===== src/rtl/gas_level_serializer.sv =====
// -----------------------------------------------------------------------------
// gas_level_serializer
//
// Transmit end of the gas-sensor one-wire link. A 3-bit gas-level code taken
// over a valid/ready handshake is sent on 'dout' as a framed bit stream:
//     START(1)  D2  D1  D0  [PARITY = ~^level]  STOP(0)
// Each bit is held for BIT_CYCLES clocks. A one-entry hold register lets the
// source queue the next code while a frame is on the line, so consecutive
// frames follow each other with no idle clock.
//
// Parameters
//   BIT_CYCLES  clock cycles per transmitted bit (>= 1)
//   PARITY_EN   1: odd-parity bit after the data bits, 0: no parity bit
//
// Ports
//   clk          rising-edge clock
//   arst         asynchronous reset, active low
//   level        gas-level code to send
//   level_valid  source offers 'level' this cycle
//   level_ready  block accepts 'level' this cycle (hold empty, not in reset)
//   dout         registered serial line, idles at 0
//   busy         a frame is on the line
//   frame_done   one-cycle pulse during the last clock of each STOP bit
// -----------------------------------------------------------------------------
module gas_level_serializer #(
    parameter int BIT_CYCLES = 1,
    parameter bit PARITY_EN  = 1'b1
) (
    input  logic       clk,
    input  logic       arst,
    input  logic [2:0] level,
    input  logic       level_valid,
    output logic       level_ready,
    output logic       dout,
    output logic       busy,
    output logic       frame_done
);

    localparam int CNT_W = (BIT_CYCLES > 1) ? $clog2(BIT_CYCLES) : 1;
    localparam logic [CNT_W-1:0] CNT_LAST = CNT_W'(BIT_CYCLES - 1);

    typedef enum logic [2:0] {
        S_IDLE   = 3'd0,
        S_START  = 3'd1,
        S_DATA   = 3'd2,
        S_PARITY = 3'd3,
        S_STOP   = 3'd4
    } state_t;

    // Odd parity over the 3-bit code: the frame carries ~^level.
    function automatic logic odd_parity(input logic [2:0] d);
        return ~(^d);
    endfunction

    state_t           state_q, state_d;
    logic [CNT_W-1:0] cnt_q, cnt_d;
    logic [1:0]       idx_q, idx_d;
    logic [2:0]       shift_q, shift_d;
    logic             par_q, par_d;
    logic [2:0]       hold_q, hold_d;
    logic             hold_full_q, hold_full_d;
    logic             dout_q, dout_d;
    logic             frame_done_q, frame_done_d;

    logic             xfer_s;
    logic             cnt_wrap_s;
    logic             load_direct_s;

    // Ready only reflects the hold register once reset has been released.
    assign level_ready = arst & ~hold_full_q;
    assign xfer_s      = level_valid & level_ready;
    assign cnt_wrap_s  = (cnt_q == CNT_LAST);

    assign dout        = dout_q;
    assign busy        = (state_q != S_IDLE);
    assign frame_done  = frame_done_q;

    // Next-state, shifter, hold register and registered-output computation.
    always_comb begin
        state_d       = state_q;
        cnt_d         = cnt_q;
        idx_d         = idx_q;
        shift_d       = shift_q;
        par_d         = par_q;
        hold_d        = hold_q;
        hold_full_d   = hold_full_q;
        load_direct_s = 1'b0;
        dout_d        = 1'b0;
        frame_done_d  = 1'b0;

        case (state_q)
            S_IDLE: begin
                if (xfer_s) begin
                    shift_d       = level;
                    par_d         = odd_parity(level);
                    cnt_d         = '0;
                    state_d       = S_START;
                    load_direct_s = 1'b1;
                end else begin
                    cnt_d = '0;
                end
            end
            S_START: begin
                if (cnt_wrap_s) begin
                    cnt_d   = '0;
                    idx_d   = 2'd2;
                    state_d = S_DATA;
                end else begin
                    cnt_d = cnt_q + CNT_W'(1);
                end
            end
            S_DATA: begin
                if (cnt_wrap_s) begin
                    cnt_d = '0;
                    if (idx_q == 2'd0) begin
                        state_d = PARITY_EN ? S_PARITY : S_STOP;
                    end else begin
                        idx_d = idx_q - 2'd1;
                    end
                end else begin
                    cnt_d = cnt_q + CNT_W'(1);
                end
            end
            S_PARITY: begin
                if (cnt_wrap_s) begin
                    cnt_d   = '0;
                    state_d = S_STOP;
                end else begin
                    cnt_d = cnt_q + CNT_W'(1);
                end
            end
            S_STOP: begin
                if (cnt_wrap_s) begin
                    cnt_d = '0;
                    // A queued word always wins; ready is low while the hold
                    // is full, so a same-cycle transfer cannot collide with it.
                    if (hold_full_q) begin
                        shift_d     = hold_q;
                        par_d       = odd_parity(hold_q);
                        hold_full_d = 1'b0;
                        state_d     = S_START;
                    end else if (xfer_s) begin
                        shift_d       = level;
                        par_d         = odd_parity(level);
                        state_d       = S_START;
                        load_direct_s = 1'b1;
                    end else begin
                        state_d = S_IDLE;
                    end
                end else begin
                    cnt_d = cnt_q + CNT_W'(1);
                end
            end
            default: begin
                state_d     = S_IDLE;
                cnt_d       = '0;
                idx_d       = 2'd0;
                hold_full_d = 1'b0;
            end
        endcase

        // Any accepted word that did not go straight to the shifter is queued.
        if (xfer_s && !load_direct_s) begin
            hold_d      = level;
            hold_full_d = 1'b1;
        end else begin
            hold_d = hold_d;
        end

        // The line value is registered, so it is derived from the next state.
        case (state_d)
            S_IDLE:   dout_d = 1'b0;
            S_START:  dout_d = 1'b1;
            S_DATA:   dout_d = shift_d[idx_d];
            S_PARITY: dout_d = par_d;
            S_STOP:   dout_d = 1'b0;
            default:  dout_d = 1'b0;
        endcase

        if ((state_d == S_STOP) && (cnt_d == CNT_LAST)) begin
            frame_done_d = 1'b1;
        end else begin
            frame_done_d = 1'b0;
        end
    end

    // State, datapath and output registers; reset aborts any frame in flight.
    always_ff @(posedge clk or negedge arst) begin
        if (!arst) begin
            state_q      <= S_IDLE;
            cnt_q        <= '0;
            idx_q        <= 2'd0;
            shift_q      <= 3'd0;
            par_q        <= 1'b0;
            hold_q       <= 3'd0;
            hold_full_q  <= 1'b0;
            dout_q       <= 1'b0;
            frame_done_q <= 1'b0;
        end else begin
            state_q      <= state_d;
            cnt_q        <= cnt_d;
            idx_q        <= idx_d;
            shift_q      <= shift_d;
            par_q        <= par_d;
            hold_q       <= hold_d;
            hold_full_q  <= hold_full_d;
            dout_q       <= dout_d;
            frame_done_q <= frame_done_d;
        end
    end

endmodule


===== config.mk =====
export PLATFORM = sky130hd
export DESIGN_NAME = gas_level_serializer
export DESIGN_NICKNAME = d
export VERILOG_FILES = /design/src/rtl/gas_level_serializer.sv
export SDC_FILE = /design/constraint.sdc
export NUM_CORES = 1
export LEC_CHECK = 0
export ABC_AREA = 0
export CAP_MARGIN = 20
export CELL_PAD_IN_SITES_DETAIL_PLACEMENT = 1
export CELL_PAD_IN_SITES_GLOBAL_PLACEMENT = 2
export CORE_UTILIZATION = 37
export CTS_BUF_LIST = sky130_fd_sc_hd__clkbuf_16
export CTS_CLUSTER_DIAMETER = 40
export CTS_CLUSTER_SIZE = 14
export DETAILED_ROUTE_END_ITERATION = 10
export PLACE_DENSITY = 0.86
export SLEW_MARGIN = 25
export SYNTH_ARGS = -nofsm -noshare
export SYNTH_HDL_FRONTEND = slang
export SYNTH_SLANG_ARGS = --single-unit

===== constraint.sdc =====
create_clock -name clk -period 4.3 [get_ports clk]
set_input_delay 0.43 -clock clk [delete_from_list [all_inputs] [get_ports clk]]
set_output_delay 0.43 -clock clk [all_outputs]
set_load 0.03 [all_outputs]

==> results.py, run 1 <==
metrics = {
    "setup_path": {
        "worstPathRequired_ns": 3.87,
        "cp_max_fo": 19,
        "critPathArrivalTime_ns": 2.31,
        "end_kind": "output port",
        "cp-start-kind": "primary input",
        "crit_type": "primary input to output port",
    },
    "sta": {
        "post-route-period-util": 0.638,
        "grt_setup_unrepaired": "false",
        "setup_ws_ns": 1.56,
        "finalMaxSlewViolations": 0,
        "timing_hold_violations_final": 0,
        "clock_skew_ns": 0.00172,
        "whs_ns": 0.513,
        "fin_tns_setup_ns": 0,
        "fmax_mhz": 364,
        "setup_violations": 0,
        "fin_crit_ns": 2.74,
        "worstMarginPinSlew_ns": 0.814,
        "relSlewSlack": 0.455,
    },
    "clocking": {
        "ctsResizeCount": 0,
        "htree_num_levels": 1,
        "clk_latency_ns": 0.25,
        "cts.clk_slew.worst_paths_ns": 0.05,
        "root_buffer": "clkbuf_16",
        "clockBufferDepth": 2,
        "ctsHoldBuffers": 0,
        "cts_tree": "built",
        "post-cts-setup-buffer-count": 0,
        "cts_sinks": 15,
        "numCtsBuffers": 3,
    },
    "routing": {
        "top_layer": "met4",
        "wire_per_inst_um": 16.3,
        "via_per_inst": 5.52,
        "dr.first_iter.drc_count": 5,
        "drc_errors": 0,
        "postRouteAntennaNets": 0,
        "via_count": 629,
        "wl_mm": 1.85,
        "route.met3.wl_um": 92,
        "route.met2.wl_um": 886,
        "wl_met1_um": 841,
        "firstDrtPassIters": 4,
    },
    "global_route": {
        "grt_use_total": 0.182,
        "grt_overflow": 0,
        "grt_pass1_wl_mm": 3.19,
        "grt_max_degree": 20,
        "antenna_found_initial": 0,
        "grt_pass1_vias": 662,
    },
    "yosys": {
        "synth.largest_area_cell": "dfrtp_1",
        "ys_async_sr_fraction": 1.00,
        "yosysUniqueCellTypes": 36,
        "synth.area.top_cells": "dfrtp_1, mux2_1, a21oi_1",
        "synth-seq-cells": 15,
        "synth_nets": 82,
        "mappedNetlistArea_um2": 825,
        "ys_seq_area_frac": 0.455,
        "yosysWarnings": 0,
        "syn_inst": 76,
        "synth.top_cell.area_share": 0.455,
        "synth_edf_count": 0,
        "avgSynthCellArea_um2": 10.8,
        "synthFlopType": "dfrtp_1",
    },
    "cells_and_area": {
        "drive_gt1_frac": 0.184,
        "fin_area_mm2": 0.00101,
        "stdcell_count": 114,
        "fin_util": 0.501,
        "antenna_cells": 0,
        "finalNetCount": 94,
        "synthToLayoutAreaGrowth_pct": 22.8,
    },
    "power": {
        "switching_power_uw": 323,
        "power_per_cell_area_mw_per_mm2": 804,
        "power_uw": 814,
        "netSwitchingFraction": 0.396,
        "internal-power_uw": 491,
        "combPwrFrac": 0.430,
        "p_clk_frac": 0.224,
        "p_leak_nw": 0.426,
        "ir_worst_vdd_mv": 0.413,
        "seqPwrFrac": 0.346,
    },
    "floorplanning": {
        "io_pins": 10,
        "dieArea_mm2": 0.00242,
        "floorplan.initialDensity": 0.408,
        "fp.dieW_um": 49.2,
        "core_mm2": 0.00202,
        "dieHeight_um": 49.2,
        "rows": 16,
    },
    "worst_hold_path": {
        "hold_class": "flip-flop to flip-flop",
    },
    "place": {
        "dpl_worst_slack_ns": 1.50,
        "io_buffers": 9,
        "placedCellCount": 110,
        "detailed_place_hpwl_mm": 1.29,
        "placed_area_um2": 932,
        "gp_congestion": 0.752,
    },
    "job": {
        "cap_viol_max_count": 0,
    },
    "run_status": {
        "status": "finished, final reports clean",
    },
}
power by group through the flow:
| stage | sequential, mW | combinational, mW | clock, mW |
|---|---|---|---|
| after floorplan | 0.262 | 0.274 | 0 |
| after global placement | 0.279 | 0.336 | 0 |
| after detailed placement | 0.281 | 0.347 | 0 |
| after CTS | 0.282 | 0.354 | 0.183 |
| after global routing | 0.291 | 0.384 | 0.189 |
| final | 0.282 | 0.350 | 0.182 |
worst max-delay path, cell delays in order:
cell and delay (ns):
clkdlybuf4s50_1 1.00, nor2b_1 0.21, clkdlybuf4s50_1 0.67
cell type report:
type                       instances  area [µm²]
fill                             224        1010
clock inverter                     1        5.00
tap                               27        33.8
clock buffer                       3        75.1
multi-input combinational         53         410
inverter                           6        22.5
timing repair buffer               9        90.1
sequential                        15         375
per-layer routing:
| layer | up-vias | GRT usage |
|---|---|---|
| met5 | - | 0 |
| li1 | 295 | - |
| met1 | 319 | 0.215 |
| met3 | 4 | 0.0623 |
| met2 | 11 | 0.301 |
| met4 | 0 | 0.0735 |
final timing paths:
check / startpoint / to / slack [ns] / depth (start not counted)
setup / recovery: arst / level_ready / 1.56 / 3
hold / removal: shift_q[1] / shift_q[1] / 0.51 / 1
setup reg to reg: state_q[0] / dout / 2.57 / 5
hold reg to reg: shift_q[1] / shift_q[1] / 0.51 / 1
max in group asynchronous: arst / shift_q[0] / 3.14 / 1
min in group asynchronous: arst / state_q[2] / 0.66 / 1
layout by cell type (no fill, tap or decap), types with 3 or more instances in the layout:
cell,synthesis,layout
a21oi_1,5,5
clkbuf_16,0,3
clkdlybuf4s50_1,0,9
dfrtp_1,15,15
inv_1,4,4
mux2_1,3,3
nand2_1,6,6
nor2_1,6,6
state kept, by name (all words and copies together) (netlist names):
signal       count
frame_done       1
shift_q          3
hold_full_q      1
hold_q           3
dout             1
state_q          3
par_q            1
idx_q            2
cells by family after synthesis:
family | Yosys count | share of synthesized area
simple gates | 25 | 0.187
flops | 15 | 0.455
compound gates | 21 | 0.228
buf+inv | 8 | 0.0470
mux | 3 | 0.0410
xor+xnor | 4 | 0.0425
Yosys cell counts (2+ instances only):
cell type,number
xnor2_1,2
dfrtp_1,15
a21oi_1,5
mux2_1,3
o21ai_2,2
nor2_1,6
nand2_1,6
inv_1,4
o22ai_1,2
o32a_1,2
inv_2,2
xor2_1,2
nor3b_1,2
No activity file was read; power rests on OpenSTA's default activity.
==> inputs of run 2 (changes only) <==
CORE_UTILIZATION = 34   (was 37)
PLACE_DENSITY = 0.8   (was 0.86)
clock period = 2.65 ns   (was 4.3 ns; I/O delays follow)
==> run 2 against run 1 <==
Global-route usage down 1.6 points. Cell count up 1.8%. Highest routed layer unchanged. Sequential share of layout area down 0.27 points. Combinational power up 60%. Count of clock-buffer cells in the layout unchanged. Hold slack worse by 0.21 ns. Largest power group unchanged. Clock skew about the same. Flip-flop and latch count unchanged.
==> results.py, run 2 (same netlist as run 1, synthesis figures left out) <==
metrics = {
    "run_status": {
        "status": "finished, final reports clean",
    },
    "floorplanning": {
        "fp.dieW_um": 51.2,
        "io_pins": 10,
        "floorplan.initialDensity": 0.366,
        "rows": 17,
        "dieHeight_um": 51.2,
        "dieArea_mm2": 0.00263,
        "core_mm2": 0.00225,
    },
    "cells_and_area": {
        "stdcell_count": 116,
        "final_cell_mix": "dfrtp_1, clkdlybuf4s50_1, nand2_1, nor2_1",
        "top_regs": "hold_q (3), shift_q (3), state_q (3)",
        "synthToLayoutAreaGrowth_pct": 23.7,
        "finalNetCount": 95,
        "drive_gt1_frac": 0.182,
        "fin_util": 0.452,
        "multi_input_area_um2": 410,
        "seqCellArea_um2": 375,
        "antenna_cells": 0,
        "final_common_cell": "dfrtp_1",
        "fin_area_mm2": 0.00102,
        "fillerInstances": 260,
    },
    "power": {
        "power_per_cell_area_mw_per_mm2": 1280,
        "netSwitchingFraction": 0.389,
        "switching_power_uw": 506,
        "internal-power_uw": 796,
        "p_clk_frac": 0.220,
        "combPwrFrac": 0.430,
        "p_leak_nw": 0.432,
        "seqPwrFrac": 0.350,
        "ir_worst_vdd_mv": 0.516,
    },
    "place": {
        "detailed_place_hpwl_mm": 1.36,
        "io_buffers": 9,
        "placed_area_um2": 941,
        "gp_congestion": 0.774,
        "placedCellCount": 112,
    },
    "setup_path": {
        "cp-start-kind": "primary input",
        "reg2reg_depth": 5,
        "critPathArrivalTime_ns": 1.80,
        "reg2reg_to": "dout",
        "cp_max_fo": 8,
        "rr_startpoint": "state_q[0]",
        "worstPathRequired_ns": 2.38,
        "end_kind": "output port",
        "timing.reg2reg.setup_slack_ns": 0.91,
        "crit_type": "primary input to output port",
    },
    "routing": {
        "via_count": 621,
        "drc_errors": 0,
        "postRouteAntennaNets": 0,
        "via_per_inst": 5.35,
        "dr.first_iter.drc_count": 4,
        "firstDrtPassIters": 3,
        "wl_mm": 1.85,
        "wire_per_inst_um": 15.9,
    },
    "sta": {
        "fin_crit_ns": 2.06,
        "clock_skew_ns": 0.00188,
        "post-route-period-util": 0.779,
        "whs_ns": 0.303,
        "worstMarginPinSlew_ns": 0.390,
        "grt_setup_unrepaired": "false",
        "setup_violations": 0,
        "timing_hold_violations_final": 0,
        "fmax_mhz": 484,
        "finalMaxSlewViolations": 0,
        "relSlewSlack": 0.740,
        "fin_tns_setup_ns": 0,
    },
    "clocking": {
        "ctsResizeCount": 0,
        "post-cts-setup-buffer-count": 0,
        "numCtsBuffers": 3,
        "cts_sinks": 15,
        "htree_num_levels": 1,
        "cts.clk_slew.worst_paths_ns": 0.05,
        "root_buffer": "clkbuf_16",
        "ctsHoldBuffers": 0,
        "clockBufferDepth": 2,
        "clk_latency_ns": 0.24,
        "cts_tree": "built",
    },
    "global_route": {
        "grt_use_total": 0.167,
        "grt_max_degree": 13,
        "grt_pass1_vias": 652,
        "grt_pass1_wl_mm": 3.13,
        "antenna_found_initial": 0,
        "grt_overflow": 0,
    },
    "job": {
        "cap_viol_max_count": 0,
    },
    "worst_hold_path": {
        "hold_class": "primary input to async pin",
    },
}
==> run 2: cell count changes in the layout (fill, tap and decap cells not counted) <==
| cell | change |
|---|---|
| buf_4 | +1 |
| clkinv_2 | -1 |
| inv_1 | +1 |
==> run 2: area by class of cell <==
type / count / share of cell area
Clock buffer: 3 / 0.0736
Clock inverter: 1 / 0.00368
Sequential cell: 15 / 0.368
Multi-Input combinational cell: 53 / 0.402
Inverter: 6 / 0.0221
Tap cell: 28 / 0.0344
Timing Repair Buffer: 10 / 0.0957
==> run 2: worst max-delay path by stage <==
stage,startpoint,endpoint,cells past startpoint
floorplan,state_q[0],dout,6
global placement,arst,dout,7
detailed placement,arst,dout,7
CTS,arst,level_ready,3
global route,arst,level_ready,3
finish,arst,level_ready,3
==> run 2: power groups by stage <==
| stage | Combinational (mW) | Sequential, mW | Clock (mW) |
|---|---|---|---|
| floorplan | 0.444 | 0.426 | 0 |
| global placement | 0.555 | 0.455 | 0 |
| detailed placement | 0.563 | 0.460 | 0 |
| CTS | 0.568 | 0.456 | 0.297 |
| global route | 0.619 | 0.472 | 0.305 |
| finish | 0.560 | 0.455 | 0.286 |
==> run 2: through the flow <==
| stage | setup slack, ns | total power, mW |
|---|---|---|
| after floorplan | 1.10 | 0.870 |
| after global placement | 0.477 | 1.01 |
| after detailed placement | 0.448 | 1.02 |
| after CTS | 0.558 | 1.32 |
| after global routing | 0.489 | 1.40 |
| final | 0.586 | 1.30 |
==> run 2: per-layer routing <==
| metal | share of wire | track usage | vias up |
|---|---|---|---|
| met5 | 0 | 0 | - |
| met4 | 0.0097 | 0.0811 | 0 |
| met3 | 0.020 | 0.0268 | 4 |
| met2 | 0.50 | 0.281 | 8 |
| met1 | 0.47 | 0.205 | 311 |
| li1 | - | - | 298 |
==> run 2: worst max-delay path, stage by stage <==
cell and delay, ns:
clkdlybuf4s50_1 0.69, nor2b_1 0.17, clkdlybuf4s50_1 0.67
==> inputs of run 3 (changes only) <==
CORE_UTILIZATION = 31   (was 34)
PLACE_DENSITY = 0.77   (was 0.8)
clock period = 1.8 ns   (was 2.65 ns; I/O delays follow)
==> run 3 against run 2 <==
Non-clock buffer count rose by 8. Via count up 3.5%. Combinational power rose by 51%. Total power up 50%. First-iteration DRC count grew to 2.8 times the previous value. Sequential share of layout area decreased by 2.0 points. Critical path depth down 1. Count of clock-buffer cells in the layout unchanged. Critical path type is now flip-flop to output port. Sequential power is 49% higher. Final area increased by 5.9%.
==> results.py, run 3 (same netlist as run 1, synthesis figures left out) <==
metrics = {
    "global_route": {
        "antenna_found_initial": 0,
        "grt_pass1_wl_mm": 2.88,
        "grt_overflow": 0,
        "grt_use_total": 0.148,
        "grt_pass1_vias": 611,
        "grt_max_degree": 11,
    },
    "routing": {
        "wire_per_inst_um": 15.1,
        "wl_met1_um": 890,
        "via_per_inst": 5.10,
        "via_count": 643,
        "route.met2.wl_um": 958,
        "dr.first_iter.drc_count": 11,
        "route.met3.wl_um": 50,
        "drc_errors": 0,
        "firstDrtPassIters": 4,
        "wl_mm": 1.91,
        "postRouteAntennaNets": 0,
        "top_layer": "met4",
    },
    "sta": {
        "timing_hold_violations_final": 0,
        "fmax_mhz": 592,
        "fin_crit_ns": 1.69,
        "clock_skew_ns": 0.00375,
        "fin_tns_setup_ns": 0,
        "worstMarginPinSlew_ns": 0.373,
        "finalMaxSlewViolations": 0,
        "setup_ws_ns": 0.109,
        "post-route-period-util": 0.939,
        "setup_violations": 0,
        "relSlewSlack": 0.752,
        "grt_setup_unrepaired": "false",
    },
    "clocking": {
        "ctsResizeCount": 1,
        "cts_sinks": 15,
        "clockBufferDepth": 2,
        "cts.clk_slew.worst_paths_ns": 0.05,
        "clk_latency_ns": 0.24,
        "numCtsBuffers": 3,
        "post-cts-setup-buffer-count": 0,
        "htree_num_levels": 1,
        "ctsHoldBuffers": 0,
        "cts_tree": "built",
        "root_buffer": "clkbuf_16",
    },
    "cells_and_area": {
        "final_common_cell": "dfrtp_1",
        "final_cell_mix": "dfrtp_1, buf_4, clkdlybuf4s50_1, nand2_1, nor2_1",
        "fillerInstances": 288,
        "fin_area_mm2": 0.00108,
        "top_regs": "hold_q (3), shift_q (3), state_q (3)",
        "synthToLayoutAreaGrowth_pct": 31.0,
        "drive_gt1_frac": 0.271,
        "finalNetCount": 103,
        "antenna_cells": 0,
    },
    "setup_path": {
        "critPathSlowestCell": "dfrtp_1",
        "worstPathRequired_ns": 1.62,
        "cp_slowest_stage_delay_ns": 0.51,
        "cp-start-kind": "flip-flop",
        "reg2reg_to": "dout",
        "critPathArrivalTime_ns": 1.51,
        "crit_type": "flip-flop to output port",
        "path_buf_inv": 1,
        "cp_max_fo": 10,
        "timing.reg2reg.setup_slack_ns": 0.14,
        "critPathTopFamily": "flip-flops",
        "rr_startpoint": "state_q[0]",
        "end_kind": "output port",
        "reg2reg_depth": 6,
        "path_cells": "or3_1 -> dlygate4sd2_1",
    },
    "power": {
        "p_leak_nw": 0.471,
        "ir_worst_vdd_mv": 1.05,
        "power_mw": 1.95,
        "power_per_cell_area_mw_per_mm2": 1800,
    },
    "place": {
        "gp_congestion": 0.742,
        "dpl_worst_slack_ns": -0.0405,
        "io_buffers": 9,
        "detailed_place_hpwl_mm": 1.50,
        "placed_area_mm2": 0.00100,
    },
    "floorplanning": {
        "fp.dieW_um": 53.6,
        "floorplan.initialDensity": 0.330,
        "dieArea_mm2": 0.00287,
        "dieHeight_um": 53.6,
        "core_mm2": 0.00250,
        "rows": 18,
        "io_pins": 10,
    },
    "run_status": {
        "status": "finished, final reports clean",
    },
    "worst_hold_path": {
        "hold_class": "primary input to async pin",
    },
    "job": {
        "cap_viol_max_count": 0,
    },
}
run 3: cell type report:
cell class                      count  area, µm²  area share
Tap cell                           30       37.5      0.0348
Sequential cell                    15        375       0.348
Clock buffer                        3       75.1      0.0695
Clock inverter                      1       5.00     0.00463
Multi-Input combinational cell     53        410       0.380
Inverter                            6       22.5      0.0209
Timing Repair Buffer               18        154       0.143
run 3: layer usage:
layer	up-vias	GRT usage
li1	314	-
met5	-	0
met2	8	0.263
met1	319	0.179
met4	0	0.0395
met3	2	0.0339
run 3: per-stage QoR:
stage	util	cells	hold slack, ns
global placement	0.400	122	0.486
floorplan	-	76	-0.116
CTS	0.432	126	0.305
finish	0.432	126	0.305
detailed placement	0.400	122	0.485
global route	0.432	126	0.322
run 3: report_power, final:
part	leakage, nW	internal (mW)	switching (mW)
sequential	0.185	0.488	0.187
clock	0.0409	0.296	0.129
combinational	0.245	0.409	0.439
run 3: worst register-to-register path, cell delays in order (launching register included):
cell and delay (ns):
dfrtp_1 0.51, nor2_4 0.29, nand2_1 0.08, o211a_1 0.15, inv_2 0.08, o32ai_2 0.08
o32a_1 0.35
run 3: how the worst max path moves through the flow:
stage / from / to / slack, ns / depth (start not counted)
floorplan: state_q[0] / dout / 0.25 / 6
global placement: arst / dout / -0.03 / 7
detailed placement: arst / dout / -0.04 / 6
CTS: state_q[0] / busy / 0.09 / 2
global route: state_q[0] / dout / 0.06 / 6
finish: state_q[0] / busy / 0.11 / 2
